### src/rtl/reg_scoreboard.sv
// Register scoreboard: tracks pending register writes between decode and
// writeback, gates issue on RAW/WAW hazards and in-flight capacity, and
// provides a drain handshake, a stall counter and a sticky protocol-error flag.
module reg_scoreboard #(
   parameter int unsigned NREGS  = 16,
   parameter int unsigned MAXINF = 4
) (
   input  logic                         clk,
   input  logic                         reset,
   input  logic                         id_valid,
   input  logic [NREGS-1:0]             id_req,
   input  logic [NREGS-1:0]             id_prov,
   output logic                         id_ready,
   input  logic                         wb_valid,
   input  logic [NREGS-1:0]             wb_prov,
   input  logic                         flush,
   input  logic                         drain_req,
   output logic                         drain_done,
   output logic [NREGS-1:0]             busy,
   output logic [$clog2(MAXINF+1)-1:0]  inflight,
   output logic [15:0]                  stall_cnt,
   output logic                         err
);

   localparam int unsigned CW = $clog2(MAXINF + 1);

   typedef enum logic [1:0] {
      S_RUN   = 2'd0,
      S_DRAIN = 2'd1,
      S_DONE  = 2'd2
   } state_t;

   state_t           r_state;
   logic [NREGS-1:0] r_busy;
   logic [CW-1:0]    r_inflight;
   logic [15:0]      r_stall_cnt;
   logic             r_err;
   logic             r_drain_done;

   logic             w_retire;
   logic [NREGS-1:0] w_free;
   logic             w_hazard;
   logic             w_room;
   logic             w_issue;
   logic             w_ret_cnt;
   logic [NREGS-1:0] w_busy_next;
   logic [CW-1:0]    w_inflight_next;
   logic             w_err_evt;
   logic             w_stall;
   logic             w_empty_next;

   // Writeback bypass: a retiring destination counts as free this cycle
   assign w_retire = wb_valid;
   assign w_free   = r_busy & ~(w_retire ? wb_prov : '0);
   assign w_hazard = |((id_req | id_prov) & w_free);
   assign w_room   = (r_inflight < CW'(MAXINF)) | w_retire;

   // Issue permission; held low while reset is asserted
   assign id_ready = reset & (r_state == S_RUN) & ~flush & ~w_hazard & w_room;
   assign w_issue  = id_valid & id_ready;

   // A retire with nothing in flight is an error and does not move the count
   assign w_ret_cnt   = w_retire & (r_inflight != '0);
   assign w_busy_next = w_free | (w_issue ? id_prov : '0);
   assign w_err_evt   = wb_valid & ((r_inflight == '0) | (|(wb_prov & ~r_busy)));
   assign w_stall     = id_valid & ~id_ready;

   // Next in-flight count: +1 issue only, -1 retire only
   always_comb begin
      w_inflight_next = r_inflight;
      if (w_issue && !w_ret_cnt) begin
         w_inflight_next = r_inflight + CW'(1);
      end else if (!w_issue && w_ret_cnt) begin
         w_inflight_next = r_inflight - CW'(1);
      end
   end

   assign w_empty_next = (w_inflight_next == '0) && (w_busy_next == '0);

   // State, scoreboard, counters and drain FSM; flush overrides all but err/stall
   always_ff @(posedge clk or negedge reset) begin
      if (!reset) begin
         r_state      <= S_RUN;
         r_busy       <= '0;
         r_inflight   <= '0;
         r_stall_cnt  <= '0;
         r_err        <= 1'b0;
         r_drain_done <= 1'b0;
      end else begin
         if (w_err_evt) begin
            r_err <= 1'b1;
         end
         if (w_stall && (r_stall_cnt != 16'hFFFF)) begin
            r_stall_cnt <= r_stall_cnt + 16'd1;
         end
         if (flush) begin
            r_busy       <= '0;
            r_inflight   <= '0;
            r_state      <= S_RUN;
            r_drain_done <= 1'b0;
         end else begin
            r_busy       <= w_busy_next;
            r_inflight   <= w_inflight_next;
            r_drain_done <= 1'b0;
            case (r_state)
               S_RUN: begin
                  if (drain_req) begin
                     r_state <= S_DRAIN;
                  end
               end
               S_DRAIN: begin
                  if (w_empty_next) begin
                     r_state      <= S_DONE;
                     r_drain_done <= 1'b1;
                  end
               end
               S_DONE: begin
                  r_state <= S_RUN;
               end
               default: begin
                  r_state <= S_RUN;
               end
            endcase
         end
      end
   end

   assign busy       = r_busy;
   assign inflight   = r_inflight;
   assign stall_cnt  = r_stall_cnt;
   assign err        = r_err;
   assign drain_done = r_drain_done;

endmodule

### config.mk
export PLATFORM = sky130hd
export DESIGN_NAME = reg_scoreboard
export DESIGN_NICKNAME = d
export VERILOG_FILES = /design/src/rtl/reg_scoreboard.sv
export SDC_FILE = /design/constraint.sdc
export NUM_CORES = 1
export LEC_CHECK = 0
export BUFFER_PORTS_ARGS = -buffer_cell sky130_fd_sc_hd__buf_2
export CORE_MARGIN = 5
export CORE_UTILIZATION = 35
export CTS_CLUSTER_DIAMETER = 200
export DETAILED_ROUTE_END_ITERATION = 10
export PLACE_DENSITY = 0.56
export RECOVER_POWER = 25
export SKIP_LAST_GASP = 1
export SLEW_MARGIN = 5
export SYNTH_ARGS = -nofsm -noshare
export SYNTH_HDL_FRONTEND = slang
export SYNTH_SLANG_ARGS = --single-unit
### constraint.sdc
create_clock -name clk -period 4.1 [get_ports clk]
set_input_delay 0.82 -clock clk [delete_from_list [all_inputs] [get_ports clk]]
set_output_delay 0.82 -clock clk [all_outputs]
set_load 0.01 [all_outputs]
# ---- Word-level counts from Yosys, hierarchy flattened
# Cells that the tools add are included.
# Widths: inputs -> output; s select.
dict set report op_classes {
  reduce_logical 14
  n_eq_ne 4
  n_lt_le_gt_ge 1
  mux 13
  n_bitwise 20
  n_addsub 3
}
# operator count
set ops {}
lappend ops {{$and 16x16->16} 3}
lappend ops {{$mux 16} 3}
lappend ops {{$not 16->16} 2}
lappend ops {{$or 16x16->16} 2}
lappend ops {{$reduce_or 16->1} 2}
lappend ops {{$add 16x1->16 const B} 1}
lappend ops {{$logic_not 16->1} 1}
lappend ops {{$ne 16x16->1 const B} 1}
lappend ops {{$mux 3} 3}
lappend ops {{$and 1x1->1} 8}
lappend ops {{$logic_not 3->1} 2}
lappend ops {{$mux 2} 3}
lappend ops {{$ne 3x3->1 const B} 2}
lappend ops {{$logic_and 1x1->1} 4}
lappend ops {{$pmux 2 s2} 1}
lappend ops {{$add 3x1->3 const B} 1}
lappend ops {{$lt 3x3->1 const B} 1}
lappend ops {{$mux 1} 3}
lappend ops {{$not 1->1} 3}
lappend ops {{$reduce_bool 3->1} 1}
lappend ops {{$sub 3x1->3 const B} 1}
lappend ops {{$eq 2x1->1 const B} 1}
lappend ops {{$logic_not 1->1} 2}
lappend ops {{$logic_not 2->1} 1}
lappend ops {{2 further kinds} 3}
dict set report word_totals {
  word_cells 61
  register_bits 39
  inputBits 54
  out_inout_bits 38
}

# ---- Longest topological paths before layout
dict set report depth {
  ltp_word 18
  ltp_mapped 10
  ltp_nobuf 8
}

# ---- Least setup slack after synthesis
# OpenSTA, ideal clock, no wires.
dict set report synth_path {
  path_kind {input port to flip-flop}
  from {in id_req[5]}
  to {reg r_drain_done, in the netlist drain_done}
  path_stages 8
  arrival_time_ps 2702
  setup_slack_ps 1297
  setup_time_ps 101
  t_required_ps 3999
  path_buffers 1
  path_cell_list {or2_2 > a222oi_1 > and4b_1 > and3_1 > buf_4 > mux2i_1 > or4_4 > nor4_1}
}
dict set report synth_between {
  elab_chain_len 16
  elab_cells_between_ends 20
  cone_classes {mux: 6; bitwise: 7; reduce/logical: 7}
}
# element line
set synth_lines {}
lappend synth_lines {{from (decl)} 11} ;# input logic [NREGS-1:0] id_req,
lappend synth_lines {{$or 16x16->16 (*)} 55} ;# assign w_hazard = |((id_req | id_prov) & w_free);
lappend synth_lines {{$and 16x16->16 (*)} 55}
lappend synth_lines {{$reduce_or 16->1 (*)} 55}
lappend synth_lines {{$not 1->1 (*)} 59} ;# assign id_ready = reset & (r_state == S_RUN) & ~flush & ~w_hazard & w_room;
lappend synth_lines {{$and 1x1->1 (*) (2 in a row)} 59}
lappend synth_lines {{$and 1x1->1 (*)} 60} ;# assign w_issue = id_valid & id_ready;
lappend synth_lines {{$logic_not 1->1} 73} ;# end else if (!w_issue && w_ret_cnt) begin
lappend synth_lines {{$logic_and 1x1->1} 73}
lappend synth_lines {{$mux 3} 73}
lappend synth_lines {{$mux 3} 71} ;# if (w_issue && !w_ret_cnt) begin
lappend synth_lines {{$logic_not 3->1} 78} ;# assign w_empty_next = (w_inflight_next == '0) && (w_busy_next == '0);
lappend synth_lines {{$logic_and 1x1->1 (*)} 78}
lappend synth_lines {{$mux 1 (*)} 112} ;# if (w_empty_next) begin
lappend synth_lines {{$mux 1 (*)} 105} ;# case (r_state)
lappend synth_lines {{$mux 1 (*)} 96} ;# if (flush) begin
lappend synth_lines {{to (signal assigned)} 100} ;# r_drain_done <= 1'b0;
lappend synth_lines {{to (signal assigned)} 104} ;# r_drain_done <= 1'b0;
lappend synth_lines {{to (signal assigned)} 114} ;# r_drain_done <= 1'b1;
lappend synth_lines {{to (decl)} 38} ;# logic r_drain_done;
# Mark *: on every way between the ends. The rest lies on a longest branch, timed or not.
# A chain may end at the register's enable or synchronous reset.

# ---- Worst setup path after layout
dict set report layout_path {
  from {in flush}
  to {out id_ready}
}
dict set report layout_between {
  elab_chain_len 4
}
# element line
set layout_lines {}
lappend layout_lines {{from (decl)} 16} ;# input logic flush,
lappend layout_lines {{$not 1->1} 59}
lappend layout_lines {{$and 1x1->1 (3 in a row)} 59}
lappend layout_lines {{to (decl)} 13} ;# output logic id_ready,
# No other way between the ends.

==> summary.md <==
| Metric | Value |
|---|---|
| Largest net degree at the start of global routing | `40` |
| Max Freq | `between 0.3 and 0.4 GHz` |
| Port bufs | `a little over 90` |
| Worst slew pin tran | `approximately 2.2 ns` |
| Hold Vio Cnt, Final | `0` |
| Crit path buf inv count | `2` |
| Cell count after synthesis | `272` |
| First-pass GRT wire length | `between 10 and 15 mm` |
| Worst Reg-to-Reg Cells | `7` |
| Critical Path End Type | `primary output` |
| Sequential cell area | `~1000 µm²` |
| Full die area | `a little under 0.009 mm²` |
| Area Overhead vs Synth | `28.04%` |
| CP max FO | `23` |
| Hold slack final | `between 0.4 and 0.5 ns` |
| CTS tree | `done` |
| Final wirelength | `8.229 mm` |
| IO Count | `92` |
| Post-synth ARST share | `between 90% and 100%` |
| Cell Chain, Critical Path | `buf_2 > nor4b_1 > o221a_1 > and4b_1 > and2_1 > buf_2` |
| Final ANT Viol Nets | `0` |
| Fill cells | `700` |
| Postcts setup bufs | `0` |
| Clock latency on the worst-skew pair | `0.30 ns` |
| Slew margin rel. | `-48.50%` |
| Distinct cell type count after synthesis | `55` |
| Number of cells on the critical path | `6` |
| Worst path most repeated cell | `buf_2` |
| Maximum root-to-sink buffer count | `2` |
| Total Negative Setup Slacks | `0 ns` |
| Leak Pwr | `between 0.0015 and 0.002 µW` |
| Share of cells above drive strength 1 | `approximately a third` |
| Slowest CP cell | `nor4b_1` |
| Final setup vio count | `0` |
| Post-synth top area cell | `dfrtp_1` |
| Final Skew | `about 0.0077 ns` |
| DR vias | `between 2000 and 3000` |
| Top-area cell type share of the netlist area | `40.06%` |
| Status | `finished with violations` |
| Crit path launch type | `primary input` |
| Synth Register Bits | `39` |
| Worst EP arrival | `2.35 ns` |
| Crit share post-route | `77.31%` |
| Area contributors post-synth | `dfrtp_1 40%, nor2_1 4.3%, a21oi_1 3.9%, nand2_1 3.9%, a21bo_2 3.3%` |
| Hold-fix buffers, CTS | `0` |
| FP Rows | `30` |
| First drt pass iteration count | `4` |
| Post-Syn Area | `roughly 0.0024 mm²` |
| DRC | `0` |
| Via/cell ratio | `~5.4` |
| GRT overflow | `0` |
| Failing checks | `capacitance limit, slew limit` |
| Data required, critical path | `around 3.3 ns` |
| Placer congestion estimate | `0.8772` |
| Avg Inst Size Synth | `8.956 µm²` |
| Total Routing Usage GR | `about a fifth` |
| Seq/Total Area, Yosys | `about two fifths` |
| Initial Util | `between 30% and 40%` |
| Max-cap viol count | `1` |
| Warnings from Yosys | `0` |
| Crit-path leading delay family | `simple AND/OR/NAND/NOR gates` |
| Hold path cells | `1` |
| Worst VDD drop | `between 0.0002 and 0.00025 V` |
| Post_cts resized | `0` |
| Die Height | `slightly above 90 µm` |
| HP Class | `reg -> reg` |
| Max Slew Vio Count | `40` |
| RSZ-0062 raised after global routing | `no` |
| Crit path kind | `in -> out` |
| Drt first-iter violations | `roughly 200` |
| H-Tree Depth | `2` |
| ANT cells | `0` |
| Per-cell routed wire length | `roughly 18 µm` |
| Crit-path max cell delay | `between 0.4 and 0.5 ns` |
| Vias in the first global route | `~2500` |
| Min Tclk post-route | `3.170 ns` |
| Final #Nets | `roughly 420` |
| Clock Tree Root | `clkbuf_8` |
| PD cells | `441.4 mW/mm²` |
| Synth Flop Type | `dfrtp_1` |
| Initial antenna violation count | `0` |
| Num CTS Buffers | `5` |
| Core ar. | `0.006794 mm²` |
| CTS Sinks | `39` |
| Die W | `between 90 and 100 µm` |
| Syn Nets | `330` |
| Multi-input gate area | `~0.0013 mm²` |
| Number of enable flip-flop cells after synthesis | `0` |
| Reg clk slew, reported paths | `~0.080 ns` |
| DP HPWL | `~6.4 mm` |
cells by family after synthesis:
| logic type | count (synthesis) | share of synthesized area [%] |
|---|---|---|
| flops | 39 | 40.06 |
| fa+ha+maj | 4 | 2.055 |
| simple gates | 106 | 22.03 |
| buf+inv | 28 | 4.828 |
| mux | 4 | 1.695 |
| compound gates | 74 | 23.22 |
| xor+xnor | 17 | 6.112 |
cells in the mapped netlist, types with 4 or more instances:
cell	count
nand2_1	25
or2_2	4
a21bo_2	8
clkbuf_1	5
dfrtp_1	39
nor3_1	9
nand3_1	7
nand4_1	6
nor2_1	28
a21oi_1	19
xnor2_1	8
inv_1	20
o22ai_1	12
xor2_1	9
nor4_1	11
ha_1	4
layer usage:
| layer | vias up | GRT usage, % | share of wire, % |
|---|---|---|---|
| met1 | 1220 | 26.34 | 44 |
| met3 | 8 | 3.379 | 7.1 |
| met5 | - | 0 | 0 |
| li1 | 1180 | - | - |
| met4 | 0 | 6.349 | 1.5 |
| met2 | 97 | 31.03 | 47 |
area by class of cell:
class | count | area share (%)
inverters | 20 | 2.407
clock buffers | 6 | 2.327
clock inverters | 2 | 1.925
flip-flops and latches | 39 | 31.29
repair buffers | 94 | 15.16
multi-input cells | 205 | 43.04
well taps | 96 | 3.851
per-stage QoR:
stage | utilization (%) | power, µW | std cells | setup WS, ns | cell area [µm²]
floorplan | - | 809.9 | 272 | 1.297 | 2436
global placement | 44.03 | 985.9 | 454 | 0.9538 | 2992
detailed placement | 44.03 | 993.0 | 454 | 0.8943 | 2992
CTS | 45.99 | 1384 | 462 | 0.9539 | 3124
global route | 45.91 | 1470 | 462 | 0.8391 | 3119
finish | 45.91 | 1377 | 462 | 0.9305 | 3119
sequential cells by signal (all words and copies together), names as in the netlist:
| register | count |
|---|---|
| drain_done | 1 |
| err | 1 |
| r_state | 2 |
| stall_cnt | 16 |
| inflight | 3 |
| busy | 16 |
final timing paths:
check / startpoint / endpoint / slack [ns]
max in group asynchronous: reset / inflight[1] / 1.48
worst min register to register: stall_cnt[10] / stall_cnt[10] / 0.49
worst max register to register: r_state[0] / drain_done / 1.58
worst max-delay path: flush / id_ready / 0.93
min in group asynchronous: reset / busy[13] / 1.34
worst min-delay path: stall_cnt[10] / stall_cnt[10] / 0.49
placed cells by master (no fill, tap or decap), drive strengths merged, types with 4 or more instances in the layout:
master / netlist / layout
or2: 5 / 5
dfrtp: 39 / 39
nand2: 25 / 25
xor2: 9 / 9
inv: 20 / 20
nor3: 9 / 9
ha: 4 / 4
xnor2: 8 / 8
o22ai: 13 / 13
nand3: 7 / 7
nor4: 12 / 12
a21bo: 13 / 13
buf: 3 / 92
nand4: 6 / 6
a21oi: 19 / 19
clkbuf: 5 / 8
nor2: 28 / 28
a21boi: 4 / 4
where the power goes:
part	total, µW	leakage [µW]	switching [µW]	internal [µW]
Clock	390	0.0000654	146	243
Combinational	464	0.000953	257	207
Sequential	523	0.000524	80.6	442
Note: power is estimated with default switching activity, not from simulation.
